**config.mk**
```make
export PLATFORM = sky130hd
export DESIGN_NAME = button_conditioner_flat
export DESIGN_NICKNAME = d
export VERILOG_FILES = /design/src/rtl/button_conditioner_if.sv /design/src/rtl/button_conditioner.sv /design/src/flat_wrapper.sv
export SDC_FILE = /design/constraint.sdc
export NUM_CORES = 1
export LEC_CHECK = 0
export ABC_CLOCK_PERIOD_IN_PS = 2130
export CORE_ASPECT_RATIO = 1.1
export CORE_MARGIN = 2
export CORE_UTILIZATION = 30
export DETAILED_ROUTE_END_ITERATION = 8
export DONT_BUFFER_PORTS = 1
export PLACE_DENSITY = 0.5
export RECOVER_POWER = 100
export SETUP_SLACK_MARGIN = 0.1
export SLEW_MARGIN = 20
export SYNTH_ARGS = -nofsm -noshare
export SYNTH_HDL_FRONTEND = slang
export SYNTH_SLANG_ARGS = --single-unit
```
**constraint.sdc**
```tcl
create_clock -name clk -period 2.13 [get_ports clk]
set_input_delay 0 -clock clk [delete_from_list [all_inputs] [get_ports clk]]
set_output_delay 0 -clock clk [all_outputs]
set_load 0.05 [all_outputs]
```
**src/rtl/button_conditioner_if.sv**
```systemverilog
// Button conditioner bus: raw button levels and repeat enables in,
// conditioned command pulses and debounced levels out.
interface button_conditioner_if #(
    parameter int WIDTH = 8
);
    logic [WIDTH-1:0] buttons;
    logic [WIDTH-1:0] repeat_en;
    logic [WIDTH-1:0] pulses;
    logic [WIDTH-1:0] held;

    modport master (
        output buttons,
        output repeat_en,
        input  pulses,
        input  held
    );

    modport slave (
        input  buttons,
        input  repeat_en,
        output pulses,
        output held
    );
endinterface

```
**src/rtl/button_conditioner.sv**
```systemverilog
// Push-button conditioner: per channel two-FF synchronizer, counter-based
// debounce and optional auto-repeat. It produces one clean pulse per press,
// plus repeat pulses while the button is held. Channels are independent.
module button_conditioner #(
    parameter int WIDTH           = 8,
    parameter int DEBOUNCE_CYCLES = 20000,
    parameter int REPEAT_DELAY    = 500000,
    parameter int REPEAT_PERIOD   = 100000,
    parameter int CNT_W           = 20
) (
    input  logic                clk,
    input  logic                rst,
    button_conditioner_if.slave bus
);

    typedef enum logic {
        STABLE_LO = 1'b0,
        STABLE_HI = 1'b1
    } db_state_t;

    localparam logic [CNT_W-1:0] CNT_ZERO    = {CNT_W{1'b0}};
    localparam logic [CNT_W-1:0] CNT_ONE     = {{(CNT_W-1){1'b0}}, 1'b1};
    localparam logic [CNT_W-1:0] DB_LAST     = CNT_W'(DEBOUNCE_CYCLES - 1);
    localparam logic [CNT_W-1:0] DELAY_LAST  = CNT_W'(REPEAT_DELAY - 1);
    localparam logic [CNT_W-1:0] PERIOD_LAST = CNT_W'(REPEAT_PERIOD - 1);

    logic [WIDTH-1:0] s1_r;
    logic [WIDTH-1:0] s2_r;
    logic [WIDTH-1:0] pulses_s;
    logic [WIDTH-1:0] held_s;

    // Two-stage synchronizer for the asynchronous raw button levels.
    always_ff @(posedge clk) begin
        if (!rst) begin
            s1_r <= {WIDTH{1'b0}};
            s2_r <= {WIDTH{1'b0}};
        end else begin
            s1_r <= bus.buttons;
            s2_r <= s1_r;
        end
    end

    for (genvar g = 0; g < WIDTH; g++) begin : g_ch
        db_state_t        state_r;
        db_state_t        state_nx_s;
        logic [CNT_W-1:0] db_cnt_r;
        logic [CNT_W-1:0] db_cnt_nx_s;
        logic [CNT_W-1:0] rp_cnt_r;
        logic [CNT_W-1:0] rp_cnt_nx_s;
        logic [CNT_W-1:0] rp_last_s;
        logic             rp_sub_r;
        logic             rp_sub_nx_s;
        logic             press_s;
        logic             release_s;
        logic             repeat_s;
        logic             pulse_r;
        logic             held_r;

        // Debounce FSM: flip the stable state after DEBOUNCE_CYCLES of disagreement.
        always_comb begin
            state_nx_s  = state_r;
            db_cnt_nx_s = db_cnt_r;
            press_s     = 1'b0;
            release_s   = 1'b0;
            case (state_r)
                STABLE_LO: begin
                    if (s2_r[g]) begin
                        if (db_cnt_r == DB_LAST) begin
                            state_nx_s  = STABLE_HI;
                            db_cnt_nx_s = CNT_ZERO;
                            press_s     = 1'b1;
                        end else begin
                            db_cnt_nx_s = db_cnt_r + CNT_ONE;
                        end
                    end else begin
                        db_cnt_nx_s = CNT_ZERO;
                    end
                end
                STABLE_HI: begin
                    if (!s2_r[g]) begin
                        if (db_cnt_r == DB_LAST) begin
                            state_nx_s  = STABLE_LO;
                            db_cnt_nx_s = CNT_ZERO;
                            release_s   = 1'b1;
                        end else begin
                            db_cnt_nx_s = db_cnt_r + CNT_ONE;
                        end
                    end else begin
                        db_cnt_nx_s = CNT_ZERO;
                    end
                end
                default: begin
                    state_nx_s  = STABLE_LO;
                    db_cnt_nx_s = CNT_ZERO;
                end
            endcase
        end

        // Auto-repeat timer: first wait is REPEAT_DELAY, later ones REPEAT_PERIOD.
        always_comb begin
            rp_cnt_nx_s = rp_cnt_r;
            rp_sub_nx_s = rp_sub_r;
            repeat_s    = 1'b0;
            if (rp_sub_r) begin
                rp_last_s = PERIOD_LAST;
            end else begin
                rp_last_s = DELAY_LAST;
            end
            if ((state_r != STABLE_HI) || release_s) begin
                // Not held (or releasing now): any pending repeat is dropped.
                rp_cnt_nx_s = CNT_ZERO;
                rp_sub_nx_s = 1'b0;
            end else if (!bus.repeat_en[g]) begin
                // Disabled: re-enabling restarts the full first-repeat wait.
                rp_cnt_nx_s = CNT_ZERO;
                rp_sub_nx_s = 1'b0;
            end else if (rp_cnt_r == rp_last_s) begin
                rp_cnt_nx_s = CNT_ZERO;
                rp_sub_nx_s = 1'b1;
                repeat_s    = 1'b1;
            end else begin
                rp_cnt_nx_s = rp_cnt_r + CNT_ONE;
            end
        end

        // Channel state and registered outputs.
        always_ff @(posedge clk) begin
            if (!rst) begin
                state_r  <= STABLE_LO;
                db_cnt_r <= CNT_ZERO;
                rp_cnt_r <= CNT_ZERO;
                rp_sub_r <= 1'b0;
                pulse_r  <= 1'b0;
                held_r   <= 1'b0;
            end else begin
                state_r  <= state_nx_s;
                db_cnt_r <= db_cnt_nx_s;
                rp_cnt_r <= rp_cnt_nx_s;
                rp_sub_r <= rp_sub_nx_s;
                pulse_r  <= press_s | repeat_s;
                held_r   <= (state_nx_s == STABLE_HI);
            end
        end

        assign pulses_s[g] = pulse_r;
        assign held_s[g]   = held_r;
    end

    assign bus.pulses = pulses_s;
    assign bus.held   = held_s;

endmodule

```
**src/flat_wrapper.sv**
```systemverilog
// flat-port wrapper written by rule: the top's interface ports become plain ports
module button_conditioner_flat 
#(
    parameter int WIDTH           = 8,
    parameter int DEBOUNCE_CYCLES = 20000,
    parameter int REPEAT_DELAY    = 500000,
    parameter int REPEAT_PERIOD   = 100000,
    parameter int CNT_W           = 20
)
  (clk, rst, bus_buttons, bus_repeat_en, bus_pulses, bus_held);
  button_conditioner_if #(.WIDTH(WIDTH)) bus_i ();
  input  logic clk;
  input  logic rst;
  input wire logic [$bits(bus_i.buttons)-1:0] bus_buttons;
  input wire logic [$bits(bus_i.repeat_en)-1:0] bus_repeat_en;
  output wire logic [$bits(bus_i.pulses)-1:0] bus_pulses;
  output wire logic [$bits(bus_i.held)-1:0] bus_held;
  assign bus_i.buttons = bus_buttons;
  assign bus_i.repeat_en = bus_repeat_en;
  assign bus_pulses = bus_i.pulses;
  assign bus_held = bus_i.held;
  button_conditioner #(.WIDTH(WIDTH), .DEBOUNCE_CYCLES(DEBOUNCE_CYCLES), .REPEAT_DELAY(REPEAT_DELAY), .REPEAT_PERIOD(REPEAT_PERIOD), .CNT_W(CNT_W)) u_core (.clk(clk), .rst(rst), .bus(bus_i));
endmodule
```
# ---- Yosys cells after proc, flatten, opt, wreduce, memory -nomap -nowiden
# Index checks and enable logic that the tools add are counted.
dict set report classes {
  n_reduce_logical 24
  bitwise 25
  mux 128
  n_eq_ne 16
  add_sub_neg 16
}
# operator n
set ops {}
lappend ops {{20-bit 2-to-1 mux} 24}
lappend ops {{20-bit by 1-bit adder with 20-bit output, second input constant} 16}
lappend ops {{20-bit one-hot mux with 2 select lines} 8}
lappend ops {{20-bit by 15-bit == test with 1-bit output, second input constant} 8}
lappend ops {{20-bit by 19-bit == test with 1-bit output} 8}
lappend ops {{19-bit 2-to-1 mux} 8}
lappend ops {{1-bit 2-to-1 mux} 80}
lappend ops {{4-bit OR reduction} 8}
lappend ops {{3-bit OR reduction} 8}
lappend ops {{1-bit inverter} 17}
lappend ops {{1-bit one-hot mux with 2 select lines} 8}
lappend ops {{1-bit logical OR} 8}
lappend ops {{1-bit bitwise OR} 8}
dict set report word_totals {
  register_bits 360
  output_inout_bits 16
  input_bits 18
  elab_cells 251
}

# ---- Logic depth before layout (Yosys ltp)
dict set report depth {
  ltp_word 7
  mapped_depth 8
  depth_no_buf 6
}

# ---- Least setup slack after synthesis
# OpenSTA, ideal clock, no wires.
dict set report synth_path {
  path_type {flip-flop to flip-flop}
  from {register u_core.g_ch[5].rp_cnt_r[6]}
  to {register u_core.g_ch[5].rp_cnt_r[19]}
  synth_period_minus_slack_ps 2083
  n_path_buf 1
  path_slack_ps 47
  required_time_ps 2015
  setup_ps 115
  path_stages_with_launch 7
  arrival_time_ps 1969
  path_cell_list {dfxtp_1 > or4_1 > or4_1 > a2111o_1 > o211ai_2 > buf_6 > nor2_1}
}
dict set report synth_between {
  elab_chain_cells 2
  elab_cells_between_ends 3
  classes_between {add/sub: 1; eq/ne: 1; reduce/logical: 1}
}
# element line
set synth_lines {}
lappend synth_lines {{from (decl)} button_conditioner.sv:48} ;# logic [CNT_W-1:0] rp_cnt_r;
lappend synth_lines {{from (signal assigned)} button_conditioner.sv:138} ;# rp_cnt_r <= rp_cnt_nx_s;
lappend synth_lines {{branches (longest 2 deep; another with 20-bit by 1-bit adder with 20-bit output)} n/a}
# Several ways; the timed one is not identified.
# A chain may end at the register's enable or synchronous reset.

# ---- Final worst setup path
dict set report layout_path {
  from {register u_core.g_ch[5].rp_cnt_r[6]}
  to {register u_core.g_ch[5].rp_cnt_r[14]}
}
# Same word-level chain as after synthesis.

==> impl_metrics.tcl <==
set metrics [dict create \
    die_area_sq_um 53400 \
    fp.dieH_um 242 \
    place_congestion 0.770 \
    fp.coreArea_sq_um 51200 \
    critical_path_class "register to register" \
    htreeDepth 2 \
    area_growth_pct 18.9 \
    antenna_found_initial 1 \
    syn_area_per_cell_sq_um 8.68 \
    num_antenna_cells 0 \
    fin_nets 1903 \
    syn_nets 1816 \
    tightest_slew_ns 1.07 \
    syn_inst 1782 \
    drv_cap 0 \
    final_util_pct 36.0 \
    clockBufferDepth 3 \
    cp-end-kind "register" \
    layout_commonest_cell "nor2_1" \
    finalWorstSetupSlack_ns 0.00134 \
    routed_wl_mm 30.2 \
    ys_types 43 \
    min_path_cells 2 \
    drive_gt1_share_pct 9.26 \
    ir_drop_mv 0.604 \
    fin_crit_ns 2.13 \
    cpPeakStageDelay_ns 0.52 \
    vias 11900 \
    syn-cell-area_sq_um 15500 \
    max_freq_ghz 0.470 \
    clkTransAtPathRegs_ns 0.05 \
    worstSkewPairLatency_ns 0.55 \
    rsz0062_at_grt "true" \
    worst-path-stages 6 \
    hold_viol 0 \
    status "finished clean" \
    finClkSkew_ns 0.0160 \
    overflow 0 \
    pin_count 34 \
    slew_headroom_pct 28.7 \
    numCtsBuffers 43 \
    finalMaxSlewViolations 0 \
    cp.arrival_ns 2.56 \
    drc 0 \
    grt_max_degree 46 \
    endpoint "u_core.g_ch[5].rp_cnt_r[14]" \
    initialDrtViolationCount 434 \
    multi_input_area_sq_um 7940 \
    initial_core_util_pct 30.2 \
    die_w_um 221 \
    critPathLaunchType "register" \
    yosys_warnings 0 \
    place_ws_ns -0.00854 \
    grt_pass1_vias 11300 \
    seq_area_sq_um 7220 \
    place.detailed.hpwl_mm 19.5 \
    r2r_cells 6 \
    ant_nets 0 \
    whs_ns 0.0997 \
    ys.flop_type "dfxtp_1" \
    critPathTopFamily "simple AND/OR/NAND/NOR gates" \
    cp_slowest_cell "or4_1" \
    layout_common_cells "nor2_1 (389), dfxtp_1 (352), xor2_1 (186)" \
    reg2reg_slack_ns 0.001 \
    worstPathRequired_ns 2.56 \
    route.detailed.wl_per_inst_um 11.8 \
    grt_pass1_wl_mm 51.3 \
    firstDrtPassIters 4 \
    synthArstFlopShare_pct 0 \
    crit_fanout 20 \
    grt_use_total_pct 11.2 \
    root_buffer "clkbuf_16" \
    crit_start "u_core.g_ch[5].rp_cnt_r[6]" \
    setup_tns_ns 0 \
    yosysSeqAreaShare_pct 46.6 \
    p_leak_uw 0.00605 \
    clock-sinks 360 \
    port_buffers 0 \
    hold_path_class "primary input to register" \
    worst-path-buf-inv 1 \
    path_cells "or4_1 -> or4_4 -> a2111o_1 -> o211ai_2 -> buf_12 -> nor2_1" \
    synth-seq-cells 360 \
    avgViaCountPerCell 4.63 \
    r2r-end "u_core.g_ch[5].rp_cnt_r[14]" \
    setup_viol 0 \
    fin_crit_sh_pct 99.9 \
    synth-edff-count 0 \
    cts_tree "built" \
    fillers 5272 \
    powerDensity_nw_per_um2 778 \
    crit-reg2reg-launch "u_core.g_ch[5].rp_cnt_r[6]" \
    num_rows 87 \
]
## cell usage after synthesis (3+ instances only)
cell      number  share of area (%)
a21boi_0       4               0.19
a21oi_1        6               0.19
and2_1        21               0.85
and3_1        46                1.9
and4_1        22                1.2
buf_2          3              0.097
buf_4         16               0.78
clkbuf_1      38               0.92
dfxtp_1      360                 47
ha_1          16                1.3
inv_1         42                1.0
mux2i_1        8               0.52
nand2_1      126                3.1
nand3_1      130                4.2
nand4_1       76                3.1
nor2_1       393                9.5
nor3_1        43                1.4
nor3b_1        3               0.15
nor4_1        49                2.0
nor4b_1       13               0.74
o211ai_1       7               0.34
o21ai_0        7               0.23
or2_2          8               0.32
or3_1          5               0.20
or4_1         14               0.68
or4bb_1        6               0.44
xnor2_1      113                6.4
xor2_1       186                 11
## routing by layer
layer  routed length (um)  global-route usage, %  up-vias  share of wire, %
met5                   27                      0        -             0.089
met4                  868                   4.45        4               2.9
met3                 1060                   2.35       66               3.5
met2                13700                   18.8      117                45
met1                14600                   13.9     5495                48
li1                     -                      -     6195                 -
## how the worst min path moves through the flow
stage                     slack (ns)        endpoint            from
after floorplan                 0.13  u_core.s1_r[0]  bus_buttons[0]
after global placement          0.13  u_core.s1_r[4]             rst
after detailed placement        0.13  u_core.s1_r[4]             rst
after CTS                       0.06  u_core.s1_r[0]             rst
after global routing            0.08  u_core.s1_r[0]             rst
final                            0.1  u_core.s1_r[0]             rst
## flip-flops by register name, indices dropped and copies added, names as in the netlist, named ones only
name	count
u_core.g_ch.rp_sub_r	8
u_core.g_ch.pulse_r	8
u_core.s1_r	8
u_core.s2_r	8
u_core.g_ch.db_cnt_r	160
u_core.g_ch.rp_cnt_r	160
## logic make-up after synthesis
kind of cell,synth area share [%]
flops,46.6
simple gates,30.2
mux,0.518
buf+inv,3.02
fa+ha+maj,1.29
xor+xnor,16.9
compound gates,1.46
## per-stage QoR
| step | area [sq um] | power [uW] | std cells |
|---|---|---|---|
| 6_report | 18400 | 14300 | 2567 |
| 5_1_grt | 18400 | 14900 | 2567 |
| 4_1_cts | 18300 | 14600 | 2552 |
| 3_5_place_dp | 16600 | 6970 | 2456 |
| 3_3_place_gp | 16600 | 6970 | 2456 |
| 2_1_floorplan | 15500 | 6960 | 1782 |
## power by group
part / switching (uW) / internal, uW / total (uW)
registers: 13.7 / 6750 / 6770
clock network: 2820 / 4630 / 7450
logic: 56.1 / 41.6 / 97.7
total: 2890 / 11400 / 14300
## final cells by class
| type | count | area share, % |
|---|---|---|
| sequential | 360 | 39.2 |
| tap | 667 | 4.54 |
| clock inverter | 15 | 0.966 |
| clock buffer | 61 | 6.94 |
| inverter | 42 | 0.857 |
| multi-input combinational | 1320 | 43.1 |
| timing repair buffer | 102 | 4.32 |
## repair_timing
action / CTS / global route
cloned: 0 / 6
pin swaps: 0 / 19
setup buffers: 0 / 9
endpoints found under the hold margin: 338 / 0
endpoints found under the setup margin: 20 / 163
gates resized for setup: 1 / 46
hold buffers: 20 / 0
Power figures use the tool's default switching activity.
